**config.mk**
```make
export PLATFORM = sky130hd
export DESIGN_NAME = fnd_time_display
export DESIGN_NICKNAME = d
export VERILOG_FILES = /design/src/rtl/fnd_pkg.sv /design/src/rtl/fnd_font_decoder.sv /design/src/rtl/fnd_time_display.sv
export SDC_FILE = /design/constraint.sdc
export NUM_CORES = 1
export LEC_CHECK = 0
export BUFFER_PORTS_ARGS = -buffer_cell sky130_fd_sc_hd__buf_2
export CORE_MARGIN = 3
export CORE_UTILIZATION = 52
export DETAILED_ROUTE_END_ITERATION = 8
export GPL_ROUTABILITY_DRIVEN = 0
export HOLD_SLACK_MARGIN = 0.1
export PLACE_DENSITY_LB_ADDON = 0.2
export SETUP_SLACK_MARGIN = 0.2
export SYNTH_ARGS = -nofsm -noshare
export SYNTH_HDL_FRONTEND = slang
export SYNTH_SLANG_ARGS = --single-unit
```
**constraint.sdc**
```tcl
create_clock -name i_clk -period 3.15 [get_ports i_clk]
set_clock_uncertainty 0.1 [all_clocks]
set_input_delay 0.315 -clock i_clk [delete_from_list [all_inputs] [get_ports i_clk]]
set_output_delay 0.315 -clock i_clk [all_outputs]
set_load 0.03 [all_outputs]
```
**src/rtl/fnd_pkg.sv**
```systemverilog
// Shared constants for the multiplexed 7-segment time display.
// Segment codes are active-low {dp,g,f,e,d,c,b,a}, with dp off.
package fnd_pkg;

  localparam logic [7:0] SEG_0     = 8'hC0;
  localparam logic [7:0] SEG_1     = 8'hF9;
  localparam logic [7:0] SEG_2     = 8'hA4;
  localparam logic [7:0] SEG_3     = 8'hB0;
  localparam logic [7:0] SEG_4     = 8'h99;
  localparam logic [7:0] SEG_5     = 8'h92;
  localparam logic [7:0] SEG_6     = 8'h82;
  localparam logic [7:0] SEG_7     = 8'hF8;
  localparam logic [7:0] SEG_8     = 8'h80;
  localparam logic [7:0] SEG_9     = 8'h90;
  localparam logic [7:0] SEG_DASH  = 8'hBF;
  localparam logic [7:0] SEG_BLANK = 8'hFF;

  localparam logic [3:0] COM_OFF   = 4'b1111;

  // Largest value that still fits on two decimal digits.
  localparam logic [6:0] FIELD_MAX = 7'd99;

  typedef enum logic {
    MODE_HHMM = 1'b0,
    MODE_SSCC = 1'b1
  } mode_e;

  typedef struct packed {
    logic [5:0] hour;
    logic [5:0] min;
    logic [5:0] sec;
    logic [6:0] ms;
  } time_snap_t;

endpackage

```
**src/rtl/fnd_font_decoder.sv**
```systemverilog
// Decimal digit to active-low 7-segment pattern {g,f,e,d,c,b,a}; dash overrides the digit.
// Purely combinational; codes above 9 render blank.
module fnd_font_decoder
  import fnd_pkg::*;
(
  input  logic [3:0] digit,
  input  logic       dash,
  output logic [6:0] seg
);

  always_comb begin
    seg = SEG_BLANK[6:0];
    if (dash) begin
      seg = SEG_DASH[6:0];
    end else begin
      case (digit)
        4'd0:    seg = SEG_0[6:0];
        4'd1:    seg = SEG_1[6:0];
        4'd2:    seg = SEG_2[6:0];
        4'd3:    seg = SEG_3[6:0];
        4'd4:    seg = SEG_4[6:0];
        4'd5:    seg = SEG_5[6:0];
        4'd6:    seg = SEG_6[6:0];
        4'd7:    seg = SEG_7[6:0];
        4'd8:    seg = SEG_8[6:0];
        4'd9:    seg = SEG_9[6:0];
        default: seg = SEG_BLANK[6:0];
      endcase
    end
  end

endmodule

```
**src/rtl/fnd_time_display.sv**
```systemverilog
// Scans a 4-digit FND showing HH.MM or SS.cc from a per-frame snapshot of the time fields.
// Outputs registered, 1 cycle behind digit_idx/mode/snapshot; no backpressure, free-running scan.
module fnd_time_display
  import fnd_pkg::*;
#(
  parameter int SCAN_DIV = 100_000
) (
  input  logic       i_clk,
  input  logic       i_reset,
  input  logic [5:0] i_hour,
  input  logic [5:0] i_min,
  input  logic [5:0] i_sec,
  input  logic [6:0] i_ms,
  input  logic       i_mode,
  output logic [3:0] o_fnd_com,
  output logic [7:0] o_fnd_font
);

  localparam int CNT_W = (SCAN_DIV > 1) ? $clog2(SCAN_DIV) : 1;
  localparam logic [CNT_W-1:0] CNT_LAST = CNT_W'(SCAN_DIV - 1);

  logic [CNT_W-1:0] scan_cnt;
  logic [1:0]       digit_idx;
  mode_e            mode;
  mode_e            mode_pend;
  mode_e            mode_pend_nxt;
  logic             btn_q;
  time_snap_t       snapshot;

  logic             tick;
  logic             frame_end;
  logic             btn_rise;

  logic [6:0]       field_val;
  logic [3:0]       digit_val;
  logic             field_dash;
  logic             dp_on;
  logic [6:0]       seg;
  logic [3:0]       com_nxt;
  logic [7:0]       font_nxt;

  assign tick      = (scan_cnt == CNT_LAST);
  assign frame_end = tick && (digit_idx == 2'd3);
  assign btn_rise  = i_mode && !btn_q;

  // A press landing on the frame boundary edge is applied at that same boundary.
  assign mode_pend_nxt = btn_rise ? mode_e'(~mode_pend) : mode_pend;

  always_comb begin
    field_val = 7'd0;
    if (digit_idx[1]) begin
      field_val = (mode == MODE_SSCC) ? {1'b0, snapshot.sec} : {1'b0, snapshot.hour};
    end else begin
      field_val = (mode == MODE_SSCC) ? snapshot.ms : {1'b0, snapshot.min};
    end
  end

  // Odd digit positions carry the tens, even positions the ones.
  always_comb begin
    field_dash = (field_val > FIELD_MAX);
    digit_val  = digit_idx[0] ? 4'(field_val / 7'd10) : 4'(field_val % 7'd10);
  end

  fnd_font_decoder u_font_decoder (
    .digit (digit_val),
    .dash  (field_dash),
    .seg   (seg)
  );

  // dp sits on digit 2 only; in HH.MM it blinks with the seconds LSB.
  always_comb begin
    dp_on    = (digit_idx == 2'd2) && ((mode == MODE_SSCC) || !snapshot.sec[0]);
    com_nxt  = ~(4'b0001 << digit_idx);
    font_nxt = {~dp_on, seg};
  end

  always_ff @(posedge i_clk) begin
    if (i_reset) begin
      scan_cnt   <= '0;
      digit_idx  <= 2'd0;
      mode       <= MODE_HHMM;
      mode_pend  <= MODE_HHMM;
      btn_q      <= 1'b0;
      snapshot   <= '0;
      o_fnd_com  <= COM_OFF;
      o_fnd_font <= SEG_BLANK;
    end else begin
      scan_cnt  <= tick ? '0 : scan_cnt + CNT_W'(1);
      if (tick) begin
        digit_idx <= digit_idx + 2'd1;
      end
      btn_q     <= i_mode;
      mode_pend <= mode_pend_nxt;
      if (frame_end) begin
        snapshot <= {i_hour, i_min, i_sec, i_ms};
        mode     <= mode_pend_nxt;
      end
      o_fnd_com  <= com_nxt;
      o_fnd_font <= font_nxt;
    end
  end

endmodule

```
* After elaboration in Yosys (flattened, before gate mapping)
Memories as Yosys holds them, arrays and structs flattened.
Index checks and enable logic that the tools add are counted.
** Storage, ports and cells
- Register bits after elaboration :: 59
- ROM bits :: 112
- Input port bits :: 28
- Output and inout bits :: 12
- Logic and storage cells :: 39
- Memories kept :: 1
** Operators by class
- Add/subtract/negate cells :: 2
- Div/mod/pow operators :: 2
- Order comparisons :: 1
- Eq/ne operators :: 3
- Shift operators :: 1
- Muxes and demuxes :: 6
- Bitwise gates (word level) :: 3
- Reductions and logical operators :: 8
** Memory list
- (name not given) :: words 16, width 7, rd ports 1, clocked after memory_dff 0, wr ports 0, RTL line fnd_font_decoder.sv:16 : case (digit)
** Operators with widths (count)
- 7-bit 2-to-1 mux :: 3
- 17-bit by 1-bit adder with 17-bit output, second input constant :: 1
- 17-bit == test, second input constant :: 1
- 7-bit by 4-bit divider with 7-bit output, second input constant :: 1
- 7-bit greater-than comparator, second input constant :: 1
- 7-bit by 4-bit remainder unit with 7-bit output, second input constant :: 1
- 6-bit 2-to-1 mux :: 1
- 2-bit == test, second input constant :: 2
- 4-bit 2-to-1 mux :: 1
- 4-bit NOT :: 1
- 2-bit OR reduction :: 2
- 1-bit by 2-bit << shifter with 4-bit output, first input constant :: 1
- 1-bit logical AND :: 3
- 2-bit by 1-bit adder with 2-bit output, second input constant :: 1
- 1-bit zero test :: 2
- 1-bit NOT :: 2
- 1-bit logical OR :: 1
- 1-bit 2-to-1 mux :: 1

* Logic depth before layout (Yosys ltp)
Gate-level depths: netlist of the first run.
An unclocked memory read counts as a cell.
- Depth in word-level cells :: 6
- Depth in mapped cells :: 16
- Gate-level depth less buffers :: 14

* By module
A second synthesis of the first run with hierarchy kept.
** Second synthesis, totals
- Cells, all modules :: 381
- Area total of the unflattened synthesis :: 3156.8 µm²
** Modules (own cells, without submodules)
- fnd_time_display :: times used 1, cells an instance 347, area each 2920.3 µm², seq. area each 1181.1 µm²
- fnd_font_decoder :: times used 1, cells an instance 34, area each 236.5 µm², seq. area each 0.0 µm²

* Worst setup path before layout of the first run
Ideal clock, no wire load.
- Kind :: reg2reg
- Start point :: register digit_idx[1]
- End point :: register o_fnd_font[3]
- Setup time :: 0.079 ns
- Arrival :: 3.328 ns
- Data required time :: 2.971 ns
- Path slack :: -0.357 ns
- Cell stages (with the launch flop) :: 15
- Buffers on the path :: 1
- Clock period less this slack :: 3.507 ns
- Cells stage by stage :: dfxtp_1 buf_6 mux4_2 nor2b_1 a221oi_1 a32oi_1 inv_1 ha_1 a31oi_1 or4_4 o21ai_4 ha_1 nor3_1 a21oi_1 a22oi_1
** On the way
- Cells in the longest elaborated chain, start to end :: 4
- Elaborated cells on any way between the ends :: 7
- Classes of those cells :: div: 2; order compare: 1; mux: 2; reduce/logical: 1; memory: 1
** Ends and longest elaborated chain
- start: declaration :: RTL line fnd_time_display.sv:23 : logic [1:0] digit_idx;
- start signal: assignment :: RTL line fnd_time_display.sv:90 : digit_idx <= digit_idx + 2'd1;
- 7-bit 2-to-1 mux * :: RTL line fnd_time_display.sv:51 : if (digit_idx[1]) begin
- 7-bit by 4-bit remainder unit with 7-bit output or 7-bit by 4-bit divider with 7-bit output (tied branches) :: RTL line fnd_time_display.sv:61 : digit_val = digit_idx[0] ? 4'(field_val / 7'd10) : 4'(field_val % 7'd10);
- 4-bit 2-to-1 mux :: RTL line fnd_time_display.sv:61
- memory 16 x 7 bit
- end signal: assignment :: RTL line fnd_time_display.sv:99 : o_fnd_font <= font_nxt;
- end: declaration :: RTL line fnd_time_display.sv:16 : output logic [7:0] o_fnd_font
Every way passes the cells marked *; elsewhere a longest branch is shown, timed or not.
A chain may end at the register's enable or synchronous reset.

* Final worst setup path of the first run
Same ends and word-level chain as after synthesis.

==> results.json, run 1 <==
{
  "start_kind": "register",
  "total_power_uw": 1520,
  "h-tree-depth": 3,
  "nFillCells": 439,
  "final_area_um2": 3960,
  "worst_slew_pin_slew_ps": 667,
  "cp.arrival_ps": 3600,
  "min_period_ps": 3440,
  "fp-row-count": 27,
  "dr_wl_met3_um": 292,
  "worstSetupPathType": "register to register",
  "final_cell_mix": "nand2_1, dfxtp_1, buf_2, buf_4, a21oi_1",
  "drc": 0,
  "top_layer_used": "met4",
  "cts_sinks": 59,
  "syn_avg_cell_area_um2": 8.58,
  "outcome": "finished with violations",
  "fp.dieW_um": 82.4,
  "grt_start_max_net_pins": 36,
  "cts-root-buf": "clkbuf_8",
  "start_util_pct": 54.5,
  "fin_crit_sh_pct": 109,
  "wl_mm": 7.06,
  "multi_input_area_um2": 1920,
  "overflow": 0,
  "routed_via_density": 5.43,
  "regArea_um2": 1180,
  "maxCapViolCount": 0,
  "netlist_area_um2": 3040,
  "hold_class": "input port to register",
  "clkTransAtPathRegs_ps": 70,
  "drtAntennaViolNets": 0,
  "final-setup-viol-count": 7,
  "avgRoutedWirePerCell_um": 14.2,
  "slowest_stage": "mux4_2",
  "crit_path_max_incr_delay_ps": 590,
  "min_to": "snapshot[23]",
  "track_usage_pct": 22.7,
  "final_util_pct": 71.0,
  "final_common_cell": "nand2_1",
  "cts_tree": "built",
  "numCtsBuffers": 9,
  "yosysUniqueCellTypes": 64,
  "synth_edf_count": 0,
  "die_height_um": 82.4,
  "synth_cells": 354,
  "rr_endpoint": "o_fnd_font[3]",
  "peakVddDrop_v": 0.000457,
  "wl_met2_mm": 3.34,
  "reg2reg_slack_ps": -290,
  "grt_pass1_wl_mm": 11.8,
  "tns_ps": -1480,
  "hpwl_mm": 4.80,
  "path_cells": "mux4_2 -> buf_4 -> nor4b_2 -> buf_4 -> a211oi_4 -> a22oi_2 -> or4_4 -> o21ai_4 -> ha_4 -> nor3_2 -> a21oi_1 -> a22oi_1",
  "drive_above_1_share_pct": 33.5,
  "synth-seq-area-share_pct": 38.9,
  "hold_depth": 3,
  "path_max_fanout": 7,
  "rsz0062_at_grt": "yes",
  "wl_met1_mm": 3.33,
  "r2r_cells": 12,
  "p_leak_uw": 0.00153,
  "port_buffers": 39,
  "diodes": 0,
  "slew_viol_final": 0,
  "die_area_um2": 6800,
  "num_vias": 2710,
  "hold_viol": 0,
  "worstSetupEndpointType": "register",
  "grt_pass1_vias": 2632,
  "dpl-instance-area_um2": 3600,
  "clk_path_buf_depth": 2,
  "yosysWarnings": 0,
  "clk_latency_ps": 330,
  "cts_hold_buf": 0,
  "pin_count": 40,
  "max_freq_mhz": 290,
  "ys.flop_type": "dfxtp_1",
  "synthArstFlopShare_pct": 0,
  "power_density_nw_per_um2": 384,
  "violations": "negative setup slack",
  "antenna_found_initial": 0,
  "worst_slack_ps": -294,
  "ys_seq_elements": 59,
  "num-nets-final": 463,
  "r2r_start": "digit_idx[1]",
  "hp-start": "i_hour[4]",
  "slew_headroom_pct": 55.5,
  "drt_first_pass_iters": 4,
  "place_ws_ps": -301,
  "drtIter0Drc": 105,
  "crit_path_frequent_cell": "buf_4",
  "synthesis.nets": 393,
  "area_delta_synth_final_pct": 30.4,
  "core_um2": 5570,
  "cp.required_ps": 3300
}
synthesized netlist by cell type, types with 3 or more instances:
| cell | n | share of area, % |
|---|---|---|
| a21oi_1 | 32 | 5.3 |
| a221oi_1 | 3 | 0.87 |
| a22oi_1 | 3 | 0.74 |
| a31oi_1 | 5 | 1.0 |
| and2_1 | 3 | 0.62 |
| and3_1 | 3 | 0.62 |
| and3b_1 | 3 | 0.87 |
| buf_1 | 3 | 0.37 |
| clkbuf_1 | 13 | 1.6 |
| dfxtp_1 | 59 | 39 |
| ha_1 | 11 | 4.5 |
| inv_1 | 13 | 1.6 |
| mux2i_1 | 3 | 0.99 |
| mux4_2 | 4 | 3.0 |
| nand2_1 | 69 | 8.5 |
| nand3_1 | 8 | 1.3 |
| nor2_1 | 27 | 3.3 |
| nor2b_1 | 6 | 1.2 |
| nor3_1 | 3 | 0.49 |
| o21ai_0 | 7 | 1.2 |
| o21ai_1 | 5 | 0.82 |
| or3_1 | 3 | 0.62 |
| xnor2_1 | 11 | 3.2 |
| xor2_1 | 8 | 2.3 |
how the worst max path moves through the flow:
stage	startpoint	endpoint	slack, ps	depth (start not counted)
3_3_place_gp	digit_idx[1]	o_fnd_font[3]	-230	11
5_1_grt	digit_idx[1]	o_fnd_font[3]	-410	12
4_1_cts	digit_idx[1]	o_fnd_font[3]	-220	13
6_report	digit_idx[1]	o_fnd_font[3]	-290	12
2_1_floorplan	digit_idx[1]	o_fnd_font[3]	-240	14
3_5_place_dp	digit_idx[1]	o_fnd_font[3]	-300	11
worst max-delay path, delay by kind of cell, from the launching register on:
family / cells / cell delay [ps]
AO/OA/AOI/OAI: 5 / 860
multiplexers: 1 / 590
AND/OR/NAND/NOR: 3 / 830
buffers and inverters: 2 / 330
flip-flops: 1 / 400
adder cells (fa/ha/maj): 1 / 250
final cells by class:
cell class                      count  area share, %
Multi-Input combinational cell    261           48.4
Sequential cell                    59           29.9
Timing Repair Buffer               80           13.1
Clock buffer                       12           4.17
Tap cell                           72           2.27
Inverter                           13           1.23
Clock inverter                      2          0.885
report_power, final:
part	leakage [µW]	switching, µW	internal (µW)
registers	0.000480	4.40	756
clock network	0.000104	280	420
logic	0.000945	35.6	24.2
cell families after synthesis:
| family | after synthesis | share of synthesized area [%] |
|---|---|---|
| mux | 9 | 5.68 |
| simple gates | 147 | 24.0 |
| fa+ha+maj | 11 | 4.53 |
| xor+xnor | 19 | 5.48 |
| buf+inv | 35 | 5.15 |
| compound gates | 74 | 16.3 |
| flops | 59 | 38.9 |
state kept, by name, indices dropped and copies added (netlist names):
register,cells
btn_q,1
digit_idx,2
mode,1
mode_pend,1
o_fnd_com,4
o_fnd_font,8
scan_cnt,17
snapshot,25
layer usage:
layer / up-vias / global-route usage [%]
met2: 58 / 36.0
met3: 8 / 5.42
met5: - / 0
li1: 1371 / -
met4: 0 / 8.31
met1: 1273 / 30.0
per-stage QoR:
step           std cells  hold slack (ps)
2_1_floorplan        354              318
3_3_place_gp         480              329
3_5_place_dp         480              340
4_1_cts              498              106
5_1_grt              499              115
6_report             499              120
repair_timing:
item                       CTS  global route
buffers inserted             3             1
pin swaps                    5            11
setup endpoints to repair    7             7
cloned                       1             0
gates resized for setup      4            23
No activity file was read; power rests on OpenSTA's default activity.
==> inputs of run 2 (changes only) <==
--- a/config.mk
+++ b/config.mk
@@ -13,6 +13,7 @@
 export HOLD_SLACK_MARGIN = 0.1
 export PLACE_DENSITY_LB_ADDON = 0.2
 export SETUP_SLACK_MARGIN = 0.2
+export SKIP_CTS_REPAIR_TIMING = 1
 export SYNTH_ARGS = -nofsm -noshare
 export SYNTH_HDL_FRONTEND = slang
 export SYNTH_SLANG_ARGS = --single-unit
==> run 2 against run 1 <==
- the run still ends with negative setup slack left
- sequential power about the same
- setup slack better by 95 ps
- flip-flop and latch count unchanged
- final cell count down 0.80%
- core utilization down 2.0 points
- clock-buffer cell count unchanged
- die area unchanged
- maximum frequency up 2.8%
- worst hold slack worse by 3.4 ps
- total power about the same
- final area down 2.8%
- critical path type unchanged
- largest cell class unchanged
- highest routed layer unchanged
==> results.json, run 2 (synthesis gave the netlist of run 1 again) <==
{
  "die_height_um": 82.4,
  "area_delta_synth_final_pct": 26.7,
  "place_ws_ps": -301,
  "cp.arrival_ps": 3500,
  "drive_above_1_share_pct": 30.5,
  "dr_wl_met3_um": 284,
  "diodes": 0,
  "antenna_found_initial": 0,
  "comb_power_share_pct": 3.9,
  "wl_mm": 6.64,
  "final_common_cell": "nand2_1",
  "outcome": "finished with violations",
  "rsz0062_at_grt": "yes",
  "die_area_um2": 6800,
  "cp.required_ps": 3300,
  "hold_class": "input port to register",
  "hold_viol": 0,
  "slew_headroom_pct": 59.0,
  "reg2reg_slack_ps": -200,
  "avgRoutedWirePerCell_um": 13.4,
  "fin_crit_sh_pct": 106,
  "grt_pass1_vias": 2619,
  "r2r_start": "digit_idx[1]",
  "top_layer_used": "met4",
  "worst_slack_ps": -199,
  "final_cell_mix": "nand2_1, dfxtp_1, buf_2",
  "power_frac_seq_pct": 50.0,
  "start_util_pct": 54.5,
  "crit_end": "o_fnd_font[3]",
  "min_period_ps": 3350,
  "p_leak_uw": 0.00149,
  "clk_latency_ps": 330,
  "drc": 0,
  "drtAntennaViolNets": 0,
  "worstSetupPathType": "register to register",
  "peakVddDrop_v": 0.000454,
  "overflow": 0,
  "h-tree-depth": 3,
  "power_density_nw_per_um2": 395,
  "nFillCells": 469,
  "maxCapViolCount": 0,
  "violations": "negative setup slack",
  "num-nets-final": 459,
  "pin_count": 40,
  "wl_met1_mm": 3.17,
  "grt_start_max_net_pins": 36,
  "core_um2": 5570,
  "grt_pass1_wl_mm": 11.6,
  "path_max_fanout": 8,
  "final_util_pct": 69.0,
  "clockPowerShare_pct": 46.1,
  "cts-root-buf": "clkbuf_8",
  "cts_sinks": 59,
  "dpl-instance-area_um2": 3600,
  "final_area_um2": 3850,
  "fp-row-count": 27,
  "r2r_cells": 13,
  "numCtsBuffers": 9,
  "crit_path_start": "digit_idx[1]",
  "fp.dieW_um": 82.4,
  "track_usage_pct": 22.2,
  "routed_via_density": 5.35,
  "largest_register": "snapshot",
  "largest_reg_flops": 25,
  "start_kind": "register",
  "port_buffers": 39,
  "hpwl_mm": 4.80,
  "worst_slew_pin_slew_ps": 615,
  "num_vias": 2650,
  "cts_tree": "built",
  "max_freq_mhz": 299,
  "drt_first_pass_iters": 5,
  "clkTransAtPathRegs_ps": 70,
  "clk_path_buf_depth": 2,
  "hp-start": "i_hour[4]",
  "final-setup-viol-count": 7,
  "p_sw_uw": 321,
  "swShare_pct": 21.1,
  "rr_endpoint": "o_fnd_font[3]",
  "worstSetupEndpointType": "register",
  "slew_viol_final": 0,
  "drtIter0Drc": 92,
  "wl_met2_mm": 3.11,
  "p_int_uw": 1200,
  "reg_top3": "snapshot x25, scan_cnt x17, o_fnd_font x8"
}
==> run 2: changes by cell type in the layout (fill, tap and decap cells not counted), sizes merged <==
cell / delta
buf: -3
or2: -1
==> run 2: power groups by stage <==
stage,Clock (µW),Sequential [µW],Combinational (µW)
final,702,760,59.0
after global routing,744,761,67.1
after CTS,713,761,59.7
after detailed placement,0,778,59.1
after global placement,0,777,58.0
after floorplan,0,787,23.7
==> run 2: worst min path at each step <==
stage                               to  slack [ps]  cells past startpoint
after floorplan            scan_cnt[0]         320                      1
after global placement     scan_cnt[0]         330                      1
after detailed placement   scan_cnt[0]         340                      1
after CTS                 snapshot[13]         110                      3
after global routing      snapshot[21]         110                      3
final                     snapshot[23]         120                      3
==> run 2: through the flow <==
stage / hold WS [ps] / setup TNS, ps / power, µW / instances
3_3_place_gp: 329 / -1360 / 835 / 480
4_1_cts: 106 / -2080 / 1530 / 494
2_1_floorplan: 318 / -1450 / 811 / 354
6_report: 117 / -1010 / 1520 / 495
3_5_place_dp: 340 / -1850 / 837 / 480
5_1_grt: 115 / -2140 / 1570 / 495
==> run 2: area by class of cell <==
cell class	instances	area (µm²)	area share, %
multi-input combinational	260	1830	47.5
tap	72	90.1	2.34
timing repair buffer	77	497	12.9
inverter	13	48.8	1.27
clock buffer	12	165	4.29
sequential	59	1180	30.8
clock inverter	2	35.0	0.910
==> run 2: per-layer routing <==
layer / vias up / track usage (%)
met2: 53 / 35.3
met3: 7 / 5.42
met4: 0 / 8.31
met5: - / 0
met1: 1225 / 29.1
li1: 1365 / -
==> run 2: critical path, stage by stage (launching register included) <==
cell and delay [ps]:
dfxtp_4 400, mux4_2 640, nor2b_1 190, o21ai_1 210, a32oi_2 140, inv_1 110, ha_4 150, a31oi_4 40
or4_4 440, o21ai_4 240, ha_4 250, nor3_2 150, a21oi_1 60, a22oi_1 150
